$ cat src/rtl/bcd2bin_seq_ctrl_if.sv
// Request/grant/result bundle between the two operand front-ends and the
// shared BCD-to-binary converter.
interface bcd2bin_seq_ctrl_if #(
    parameter int DIGITS = 2
);
    localparam int BCD_W = 4 * DIGITS;

    logic             req_a;
    logic [BCD_W-1:0] bcd_a;
    logic             req_b;
    logic [BCD_W-1:0] bcd_b;
    logic             gnt_a;
    logic             gnt_b;
    logic             busy;
    logic             done;
    logic [BCD_W-1:0] binary;
    logic             err;
    logic             src;

    modport master (
        output req_a, bcd_a, req_b, bcd_b,
        input  gnt_a, gnt_b, busy, done, binary, err, src
    );

    modport slave (
        input  req_a, bcd_a, req_b, bcd_b,
        output gnt_a, gnt_b, busy, done, binary, err, src
    );
endinterface

$ cat src/rtl/bcd2bin_seq_ctrl.sv
// Two-requester BCD-to-binary converter: shift-right / subtract-3, one bit per clock.
// Define BCD_RR_ARB_EN for round-robin tie-break; otherwise A has fixed priority.
module bcd2bin_seq_ctrl #(
    parameter int DIGITS = 2
) (
    input  logic               clk,
    input  logic               rst_n,
    bcd2bin_seq_ctrl_if.slave  bus
);
    localparam int BCD_W = 4 * DIGITS;
    localparam int CNT_W = $clog2(BCD_W + 1);
    localparam logic [CNT_W-1:0] LAST_SHIFT = CNT_W'(BCD_W - 1);

    typedef enum logic [1:0] {IDLE, CHECK, SHIFT, DONE} state_t;

    state_t           state_q, state_d;
    logic [CNT_W-1:0] cnt_q, cnt_d;
    logic             tag_q, tag_d;
    logic [BCD_W-1:0] binary_q, binary_d;
    logic             err_q, err_d;
    logic             src_q, src_d;
    logic [BCD_W-1:0] w_q, w_d;
    logic [BCD_W-1:0] r_q, r_d;
    logic             win_a, win_b;
`ifdef BCD_RR_ARB_EN
    logic             rr_q, rr_d;
`endif

    function automatic logic bad_digit(input logic [BCD_W-1:0] v);
        logic bad;
        bad = 1'b0;
        for (int i = 0; i < DIGITS; i++)
            if (v[4*i +: 4] > 4'd9) bad = 1'b1;
        return bad;
    endfunction

    // One step: {W,R} >> 1, then every W digit >= 8 drops by 3 (a halved 10s weight).
    function automatic logic [2*BCD_W-1:0] shift_step(input logic [BCD_W-1:0] w,
                                                      input logic [BCD_W-1:0] r);
        logic [2*BCD_W-1:0] wr;
        wr = {w, r} >> 1;
        for (int i = 0; i < DIGITS; i++)
            if (wr[BCD_W+4*i +: 4] >= 4'd8)
                wr[BCD_W+4*i +: 4] = wr[BCD_W+4*i +: 4] - 4'd3;
        return wr;
    endfunction

    always_comb begin
        win_a = 1'b0;
        win_b = 1'b0;
`ifdef BCD_RR_ARB_EN
        if (bus.req_a && (!bus.req_b || !rr_q)) win_a = 1'b1;
        else if (bus.req_b)                     win_b = 1'b1;
`else
        if (bus.req_a)      win_a = 1'b1;
        else if (bus.req_b) win_b = 1'b1;
`endif
    end

    always_ff @(posedge clk or negedge rst_n) begin
        if (!rst_n) begin
            state_q  <= IDLE;
            cnt_q    <= '0;
            tag_q    <= 1'b0;
            binary_q <= '0;
            err_q    <= 1'b0;
            src_q    <= 1'b0;
`ifdef BCD_RR_ARB_EN
            rr_q     <= 1'b0;
`endif
        end else begin
            state_q  <= state_d;
            cnt_q    <= cnt_d;
            tag_q    <= tag_d;
            binary_q <= binary_d;
            err_q    <= err_d;
            src_q    <= src_d;
`ifdef BCD_RR_ARB_EN
            rr_q     <= rr_d;
`endif
        end
    end

    // Working registers are fully rewritten before use, so they carry no reset.
    always_ff @(posedge clk) begin
        w_q <= w_d;
        r_q <= r_d;
    end

    always_comb begin
        state_d = state_q;
        unique case (state_q)
            IDLE:    if (win_a || win_b) state_d = CHECK;
            CHECK:   state_d = bad_digit(w_q) ? DONE : SHIFT;
            SHIFT:   if (cnt_q == LAST_SHIFT) state_d = DONE;
            DONE:    state_d = IDLE;
            default: state_d = IDLE;
        endcase
    end

    always_comb begin
        w_d      = w_q;
        r_d      = r_q;
        cnt_d    = cnt_q;
        tag_d    = tag_q;
        binary_d = binary_q;
        err_d    = err_q;
        src_d    = src_q;
`ifdef BCD_RR_ARB_EN
        rr_d     = rr_q;
`endif
        unique case (state_q)
            IDLE: begin
                if (win_a) begin
                    w_d   = bus.bcd_a;
                    tag_d = 1'b0;
                end else if (win_b) begin
                    w_d   = bus.bcd_b;
                    tag_d = 1'b1;
                end
`ifdef BCD_RR_ARB_EN
                if (win_a)      rr_d = 1'b1;
                else if (win_b) rr_d = 1'b0;
`endif
            end
            CHECK: begin
                r_d   = '0;
                cnt_d = '0;
                if (bad_digit(w_q)) begin
                    binary_d = '0;
                    err_d    = 1'b1;
                    src_d    = tag_q;
                end
            end
            SHIFT: begin
                {w_d, r_d} = shift_step(w_q, r_q);
                cnt_d      = cnt_q + 1'b1;
                // Results are loaded on the way into DONE so they are visible during it.
                if (cnt_q == LAST_SHIFT) begin
                    binary_d = r_d;
                    err_d    = 1'b0;
                    src_d    = tag_q;
                end
            end
            default: ;
        endcase
    end

    always_comb begin
        bus.gnt_a  = (state_q == IDLE) && win_a;
        bus.gnt_b  = (state_q == IDLE) && win_b;
        bus.busy   = (state_q != IDLE);
        bus.done   = (state_q == DONE);
        bus.binary = binary_q;
        bus.err    = err_q;
        bus.src    = src_q;
    end
endmodule

$ cat src/flat_wrapper.sv
// flat-port wrapper written by rule: the top's interface ports become plain ports
module bcd2bin_seq_ctrl_flat 
#(
    parameter int DIGITS = 2
)
  (clk, rst_n, bus_req_a, bus_bcd_a, bus_req_b, bus_bcd_b, bus_gnt_a, bus_gnt_b, bus_busy, bus_done, bus_binary, bus_err, bus_src);
  bcd2bin_seq_ctrl_if #(.DIGITS(DIGITS)) bus_i ();
  input  logic clk;
  input  logic rst_n;
  input wire logic [$bits(bus_i.req_a)-1:0] bus_req_a;
  input wire logic [$bits(bus_i.bcd_a)-1:0] bus_bcd_a;
  input wire logic [$bits(bus_i.req_b)-1:0] bus_req_b;
  input wire logic [$bits(bus_i.bcd_b)-1:0] bus_bcd_b;
  output wire logic [$bits(bus_i.gnt_a)-1:0] bus_gnt_a;
  output wire logic [$bits(bus_i.gnt_b)-1:0] bus_gnt_b;
  output wire logic [$bits(bus_i.busy)-1:0] bus_busy;
  output wire logic [$bits(bus_i.done)-1:0] bus_done;
  output wire logic [$bits(bus_i.binary)-1:0] bus_binary;
  output wire logic [$bits(bus_i.err)-1:0] bus_err;
  output wire logic [$bits(bus_i.src)-1:0] bus_src;
  assign bus_i.req_a = bus_req_a;
  assign bus_i.bcd_a = bus_bcd_a;
  assign bus_i.req_b = bus_req_b;
  assign bus_i.bcd_b = bus_bcd_b;
  assign bus_gnt_a = bus_i.gnt_a;
  assign bus_gnt_b = bus_i.gnt_b;
  assign bus_busy = bus_i.busy;
  assign bus_done = bus_i.done;
  assign bus_binary = bus_i.binary;
  assign bus_err = bus_i.err;
  assign bus_src = bus_i.src;
  bcd2bin_seq_ctrl #(.DIGITS(DIGITS)) u_core (.clk(clk), .rst_n(rst_n), .bus(bus_i));
endmodule
$ cat config.mk
export PLATFORM = sky130hd
export DESIGN_NAME = bcd2bin_seq_ctrl_flat
export DESIGN_NICKNAME = d
export VERILOG_FILES = /design/src/rtl/bcd2bin_seq_ctrl_if.sv /design/src/rtl/bcd2bin_seq_ctrl.sv /design/src/flat_wrapper.sv
export SDC_FILE = /design/constraint.sdc
export NUM_CORES = 1
export LEC_CHECK = 0
export ABC_CLOCK_PERIOD_IN_PS = 2500
export CAP_MARGIN = 30
export CORE_MARGIN = 2
export CORE_UTILIZATION = 37
export DETAILED_ROUTE_END_ITERATION = 12
export PLACE_DENSITY = 0.72
export SKIP_CTS_REPAIR_TIMING = 1
export SLEW_MARGIN = 20
export SYNTH_ARGS = -nofsm -noshare
export SYNTH_HDL_FRONTEND = slang
export SYNTH_SLANG_ARGS = --single-unit
$ cat constraint.sdc
create_clock -name clk -period 2.5 [get_ports clk]
set_clock_uncertainty 0.1 [all_clocks]
set_input_delay 0.5 -clock clk [delete_from_list [all_inputs] [get_ports clk]]
set_output_delay 0.5 -clock clk [all_outputs]
set_load 0.1 [all_outputs]
After elaboration in Yosys (flattened, before gate mapping)
Index checks and enable logic that the tools add are counted.
Storage, ports and cells
  bits in registers: 33
  bits in latches: 0
  memory bits (writable): 0
  memory bits (read-only): 0
  bits of input ports: 20
  output and inout port bits: 14
  logic and storage cells: 63
  memories kept: 0
Cells by class
  $add $sub $neg: 3
  multipliers: 0
  div/mod/pow operators: 0
  magnitude comparators: 4
  equality and inequality tests: 8
  shifts and indexed selects: 0
  multiplexer cells: 28
  bitwise operators: 0
  reductions and logical operators: 12
Operators by type and width (number)
  case mux 8 bit (2 select lines): 3
  two-way mux 8 bit: 4
  two-way mux 1 bit: 13
  > comparator 4 bit, second input constant: 2
  two-way mux 4 bit: 2
  case mux 2 bit (4 select lines): 1
  case mux 4 bit (2 select lines): 1
  nonzero test 2 bit: 4
  inequality test 2 x 1 -> 1 bit, second input constant: 3
  AND reduction 2 bit: 3
  adder 4 x 1 -> 4 bit, second input constant: 1
  equality test 2 bit, second input constant: 2
  equality test 4 x 3 -> 1 bit, second input constant: 1
  >= comparator 3 x 4 -> 1 bit, second input constant: 1
  >= comparator 4 bit, second input constant: 1
  two-way mux 2 bit: 2
  case mux 1 bit (2 select lines): 2
  subtractor 3 x 2 -> 4 bit, second input constant: 1
  subtractor 4 x 2 -> 4 bit, second input constant: 1
  inequality test 3 x 1 -> 1 bit, second input constant: 1
  AND reduction 3 bit: 1
  equality test 2 x 1 -> 1 bit, second input constant: 1
  logical AND 1 bit: 2
  logical NOT 2 bit: 1
  logical OR 1 bit: 1

Logic depth before layout (Yosys ltp)
Gate-level depths: netlist of run 1.
  depth after elaboration: 6
  mapped depth: 6
  gate-level depth less buffers: 5

Least setup slack after synthesis of run 1
Ideal clock, no wire load.
  path type: register to output
  from: register u_core.state_q[0]
  to: output bus_gnt_b
  data arrival time: 3.496 ns
  required time: 1.900 ns
  slack: -1.596 ns
  cell stages (with the launch flop): 5
  buffers on the path: 0
  path through: dfrtp_1 > inv_1 > ha_1 > inv_1 > nor3b_1
Between the ends
  word-level cells in the longest chain between the ends: 2
Ends and longest elaborated chain
  start, declared: RTL line bcd2bin_seq_ctrl.sv:16  | state_t state_q, state_d;
  start signal, assigned: RTL line bcd2bin_seq_ctrl.sv:72  | state_q <= state_d;
  logical NOT 2 bit: RTL line bcd2bin_seq_ctrl.sv:151  | bus.gnt_b = (state_q == IDLE) && win_b;
  logical AND 1 bit: RTL line bcd2bin_seq_ctrl.sv:151
  end, declared: RTL line flat_wrapper.sv:15  | output wire logic [$bits(bus_i.gnt_b)-1:0] bus_gnt_b;
Every way passes these cells.

Final worst setup path of run 1
Ends and elaborated chain as after synthesis.

==> impl_metrics.py, run 1 <==
metrics = {
    "cells_and_area": {
        "nets": 199,
        "fin_util_pct": 52.0,
        "area_delta_synth_final_pct": 31.9,
        "register_area_um2": 876,
        "final_common_cell": "clkdlybuf4s50_1",
        "num-fill-cells": 361,
        "antenna_cells": 0,
        "drive_gt1_share_pct": 22.1,
        "multi_input_area_um2": 677,
        "final_cell_mix": "clkdlybuf4s50_1 (19), dfrtp_1 (17), buf_4 (15), edfxtp_1 (15), inv_1 (12)",
    },
    "setup_path": {
        "cp.arrival_ns": 1.69,
        "crit_chain": "inv_1 > ha_1 > inv_1 > nor3b_4 > buf_12",
        "critPathLaunchType": "register",
        "reg2reg_depth": 5,
        "worst_ep_required_time_ns": 1.90,
        "crit_type": "register to output pin",
        "worst_path_most_repeated_cell": "inv_1",
        "worstPathBufferInverterCount": 3,
        "slowest_stage": "dfrtp_1",
        "cp_top_family": "buffers and inverters",
        "cp.depth": 5,
        "end_kind": "output pin",
        "slowest_delay_ns": 0.43,
        "crit_fanout": 5,
        "cp-startpoint": "u_core.state_q[0]",
        "rr_startpoint": "u_core.state_q[0]",
    },
    "sta": {
        "worst_slack_ns": 0.214,
        "max_freq_ghz": 0.437,
        "min_period_ns": 2.29,
        "grt_setup_unrepaired": "false",
        "worst_pin_slew_ns": 0.770,
        "slew_viol_final": 0,
        "fin_setup_tns_ns": 0,
        "setup_viol": 0,
        "final_hold_viol_count": 0,
        "slew_headroom_pct": 48.7,
        "min_period_over_period_pct": 91.4,
        "hold_ws_ns": 0.409,
    },
    "detailed_routing": {
        "drt_iter0_markers": 42,
        "wire_per_inst_um": 14.2,
        "drc": 0,
        "vias": 1094,
        "drt_pass1_iterations": 3,
        "drt-total-wl_um": 3160,
        "ant_nets": 0,
        "vias_per_cell": 4.93,
    },
    "global_route": {
        "first_global_vias": 1093,
        "grt_max_degree": 26,
        "grt_pass1_wl_um": 5200,
        "grt_usage_pct": 13.5,
        "overflow": 0,
        "antenna_found_initial": 0,
    },
    "yosys": {
        "synth_cell_types": 30,
        "netlist_instances": 132,
        "yosys_warnings": 0,
        "synth_edf_count": 15,
        "synthTopCellsByArea": "edfxtp_1 (28%), dfrtp_1 (26%), mux2_2 (7.0%)",
        "synth.top_cell.area_share_pct": 28.0,
        "syn_area_mm2": 0.00161,
        "ys.flop_type": "dfrtp_1",
        "synth_area_per_cell_um2": 12.2,
        "seq_area_frac_synth_pct": 54.4,
        "synth_nets": 160,
        "synth_seq_cells": 32,
        "synth_top_area_cell": "edfxtp_1",
        "async_reset_ff_share_pct": 53.1,
    },
    "floorplan": {
        "die_h_um": 70.0,
        "initial_utilization_pct": 39.4,
        "io-pin-count": 34,
        "die_area_mm2": 0.00490,
        "rows": 23,
        "core_mm2": 0.00409,
        "die_x_um": 70.0,
    },
    "power": {
        "vdd_drop_max_mv": 0.768,
        "p_leak_nw": 0.951,
        "total_power_mw": 3.00,
        "power_switching_share_pct": 44.8,
        "pwr-share-seq_pct": 32.6,
        "power_frac_clock_pct": 14.3,
        "combPwrFrac_pct": 53.1,
        "p_per_area_mw_per_mm2": 1410,
        "p_int_mw": 1.66,
        "switching_power_mw": 1.34,
    },
    "hold_path": {
        "hp-class": "register to register",
        "hold_depth": 1,
        "worstHoldStart": "u_core.cnt_q[0]",
    },
    "placement": {
        "port_buffers": 33,
        "dp_slack_ns": 0.309,
        "gp_congestion": 0.807,
        "dp_hpwl_um": 2420,
    },
    "status": {
        "outcome": "finished clean",
    },
    "cts": {
        "root_buffer": "clkbuf_8",
        "cts_made_buffers": 5,
        "cts_buffer_depth": 2,
        "insertion_delay_ns": 0.28,
        "cts_tree": "built",
        "numClockSinks": 32,
        "h-tree-depth": 2,
        "clkTransAtPathRegs_ns": 0.07,
    },
    "flow_run": {
        "drv_cap": 0,
    },
}
-- Yosys cell counts (all sizes together), types with 2 or more instances --
cell type and n:
dfrtp 17, edfxtp 15, inv 12, mux2 10
mux2i 10, nand2 9, and2 8, ha 8
o21ai 8, a21oi 5, nor2b 4, clkbuf 3
a211oi 2, buf 2, nand2b 2, nand3 2
nand3b 2, nor3b 2, o22ai 2
-- power groups by stage --
stage	registers, mW	clock network (mW)	logic (mW)
CTS	0.981	0.435	1.61
detailed placement	0.991	0	1.61
finish	0.978	0.428	1.59
global route	1.01	0.464	1.71
floorplan	1.23	0	0.955
global placement	0.978	0	1.56
-- worst paths after layout --
check / to / slack, ns
worst max-delay path: bus_gnt_b / 0.21
worst min-delay path: u_core.cnt_q[0] / 0.41
max in group asynchronous: u_core.tag_q / 1.66
worst min register to register: u_core.cnt_q[0] / 0.41
worst max register to register: u_core.bus.binary[3] / 0.32
min in group asynchronous: u_core.cnt_q[1] / 0.44
-- flip-flops by register name (all words and copies together), names as in the netlist --
name,count
u_core.r_q,7
u_core.tag_q,1
u_core.state_q,2
u_core.w_q,8
u_core.bus.err,1
u_core.cnt_q,4
u_core.bus.src,1
u_core.bus.binary,8
-- logic make-up (layout without fill, tap and decap cells) --
family | after synthesis | count (layout) | synth area share (%)
adders and majority gates | 8 | 8 | 6.22
buffers and inverters | 17 | 57 | 4.27
and+or+nand+nor | 31 | 31 | 11.2
muxes | 20 | 20 | 13.2
xor gates and xnor gates | 2 | 2 | 1.09
AOI/OAI and AO/OA | 22 | 22 | 9.63
DFF | 32 | 32 | 54.4
-- area by class of cell --
type | instances | area share [%]
clock buffers | 8 | 4.71
repair buffers | 37 | 17.1
flip-flops and latches | 32 | 41.2
well taps | 50 | 2.95
multi-input cells | 83 | 31.9
inverters | 12 | 2.12
-- per-layer routing --
layer | GRT usage [%] | up-vias | wire (um)
met5 | 0 | - | 0
met4 | 5.13 | 0 | 27
met1 | 15.7 | 535 | 1370
li1 | - | 545 | -
met3 | 4.33 | 2 | 97
met2 | 23.2 | 12 | 1670
-- per-stage QoR --
step | instance area (um2) | instances
global route | 2120 | 222
detailed placement | 2020 | 214
CTS | 2120 | 222
floorplan | 1620 | 132
global placement | 2020 | 214
finish | 2120 | 222
Power figures use the tool's default switching activity.
==> inputs of run 2 (changes only) <==
--- a/config.mk
+++ b/config.mk
@@ -7,12 +7,11 @@
 export LEC_CHECK = 0
 export ABC_CLOCK_PERIOD_IN_PS = 2500
 export CAP_MARGIN = 30
-export CORE_MARGIN = 2
+export CORE_MARGIN = 10
 export CORE_UTILIZATION = 37
 export DETAILED_ROUTE_END_ITERATION = 12
-export PLACE_DENSITY = 0.72
+export PLACE_DENSITY = 0.68
 export SKIP_CTS_REPAIR_TIMING = 1
-export SLEW_MARGIN = 20
 export SYNTH_ARGS = -nofsm -noshare
 export SYNTH_HDL_FRONTEND = slang
 export SYNTH_SLANG_ARGS = --single-unit
==> run 2 against run 1 <==
Against the previous run:
- largest power group unchanged
- final cell count stayed put
- maximum frequency is 0.31% lower
- combinational power about the same
- critical path depth stayed put
- register-to-register slack lost 0.09 ns
- sequential share of layout area decreased by 0.22 points
- clock power increased by 14%
- die area up 51%
- non-clock buffer count is the same
- wire length rose by 9.6%
- via count barely moved
- global-route usage is 3.7 points lower
==> impl_metrics.py, run 2 (synthesized netlist as in run 1, its figures left out) <==
metrics = {
    "global_route": {
        "antenna_found_initial": 0,
        "grt_usage_pct": 9.82,
        "gr-usage-met2_pct": 17.5,
        "overflow": 0,
        "busiest_layer": "met2",
        "grt_util_met1_pct": 10.4,
        "grt_max_degree": 19,
        "grt_pass1_wl_um": 5700,
        "first_global_vias": 1151,
        "met3_usage_pct": 1.99,
    },
    "power": {
        "p_per_area_mw_per_mm2": 1440,
        "total_power_mw": 3.08,
        "vdd_drop_max_mv": 0.554,
        "p_leak_nw": 0.953,
    },
    "sta": {
        "final_hold_viol_count": 0,
        "min_period_over_period_pct": 91.7,
        "max_freq_ghz": 0.436,
        "slew_headroom_pct": 46.0,
        "setup_viol": 0,
        "min_period_ns": 2.29,
        "fin_setup_tns_ns": 0,
        "slew_viol_final": 0,
        "worst_pin_slew_ns": 0.810,
        "grt_setup_unrepaired": "false",
    },
    "floorplan": {
        "rows": 23,
        "initial_utilization_pct": 39.1,
        "die_h_um": 86.0,
        "io-pin-count": 34,
        "die_area_mm2": 0.00739,
        "die_x_um": 86.0,
        "core_mm2": 0.00412,
    },
    "cells_and_area": {
        "drive_gt1_share_pct": 22.7,
        "fin_util_pct": 51.9,
        "nets": 199,
        "final_cell_mix": "clkdlybuf4s50_1 (19), dfrtp_1 (17), buf_4 (15), edfxtp_1 (15), inv_1 (12)",
        "antenna_cells": 0,
        "area_delta_synth_final_pct": 32.6,
        "final_common_cell": "clkdlybuf4s50_1",
    },
    "detailed_routing": {
        "drt_iter0_markers": 76,
        "drt_pass1_iterations": 4,
        "vias": 1093,
        "ant_nets": 0,
        "drt-total-wl_um": 3470,
        "drc": 0,
        "vias_per_cell": 4.92,
        "wire_per_inst_um": 15.6,
    },
    "cts": {
        "numClockSinks": 32,
        "cts_tree": "built",
        "root_buffer": "clkbuf_8",
        "clkTransAtPathRegs_ns": 0.07,
        "insertion_delay_ns": 0.28,
        "cts_buffer_depth": 2,
        "cts_made_buffers": 5,
        "h-tree-depth": 2,
    },
    "setup_path": {
        "worst_path_most_repeated_cell": "inv_1",
        "crit_type": "register to output pin",
        "slowest_stage": "dfrtp_1",
        "end_kind": "output pin",
        "crit_fanout": 5,
        "critPathLaunchType": "register",
        "cp.arrival_ns": 1.69,
        "worstPathBufferInverterCount": 3,
        "worst_ep_required_time_ns": 1.90,
        "slowest_delay_ns": 0.42,
        "crit_chain": "inv_1 > ha_1 > inv_1 > nor3b_4 > buf_12",
        "cp_top_family": "buffers and inverters",
    },
    "hold_path": {
        "hp-class": "register to register",
    },
    "status": {
        "outcome": "finished clean",
    },
    "placement": {
        "gp_congestion": 0.745,
        "dp_hpwl_um": 2710,
        "port_buffers": 33,
    },
    "flow_run": {
        "drv_cap": 0,
    },
}
run 2: cell types whose count changed in the layout (fill, tap and decap cells not counted), sizes merged:
cell      delta
clkbuf       -3
bufinv       +1
clkinv       +1
clkinvlp     +1
run 2: area by class of cell:
type / count / area, um2
clock inverters: 3 / 42.5
multi-input cells: 83 / 677
inverters: 12 / 45.0
repair buffers: 37 / 363
flip-flops and latches: 32 / 876
fillers: 366 / 1980
clock buffers: 5 / 68.8
well taps: 50 / 62.6
run 2: worst register-to-register path: cells and delay by family, from the launching register on:
kind / cells / cell delay, ns
flops: 1 / 0.42
fa+ha+maj: 1 / 0.42
buf+inv: 2 / 0.31
compound gates: 1 / 0.66
run 2: worst paths after layout:
kind	from	end	slack, ns	depth (start not counted)
worst max-delay path	u_core.state_q[0]	bus_gnt_b	0.21	5
worst min-delay path	u_core.tag_q	u_core.tag_q	0.40	1
worst max register to register	u_core.state_q[0]	u_core.w_q[7]	0.23	4
worst min register to register	u_core.tag_q	u_core.tag_q	0.40	1
max in group asynchronous	rst_n	u_core.state_q[1]	1.23	1
min in group asynchronous	rst_n	u_core.bus.binary[2]	0.57	1
run 2: through the flow:
step	area [um2]	hold WS, ns	cells	worst slack [ns]
2_1_floorplan	1620	0.104	132	-0.193
6_report	2130	0.398	222	0.207
4_1_cts	2130	0.408	222	0.206
3_5_place_dp	2020	0.391	214	0.232
5_1_grt	2130	0.431	222	0.0226
3_3_place_gp	2020	0.371	214	0.289
run 2: where the power goes:
| group | switching, mW | total [mW] | leakage, nW | internal (mW) |
|---|---|---|---|---|
| registers | 0.134 | 0.986 | 0.372 | 0.853 |
| clock network | 0.195 | 0.490 | 0.0541 | 0.295 |
| logic | 1.05 | 1.60 | 0.527 | 0.554 |
run 2: layer usage:
layer,wire length (um),vias to the layer above
met3,96,7
met1,1400,530
met5,0,-
met4,78,0
li1,-,539
met2,1890,17
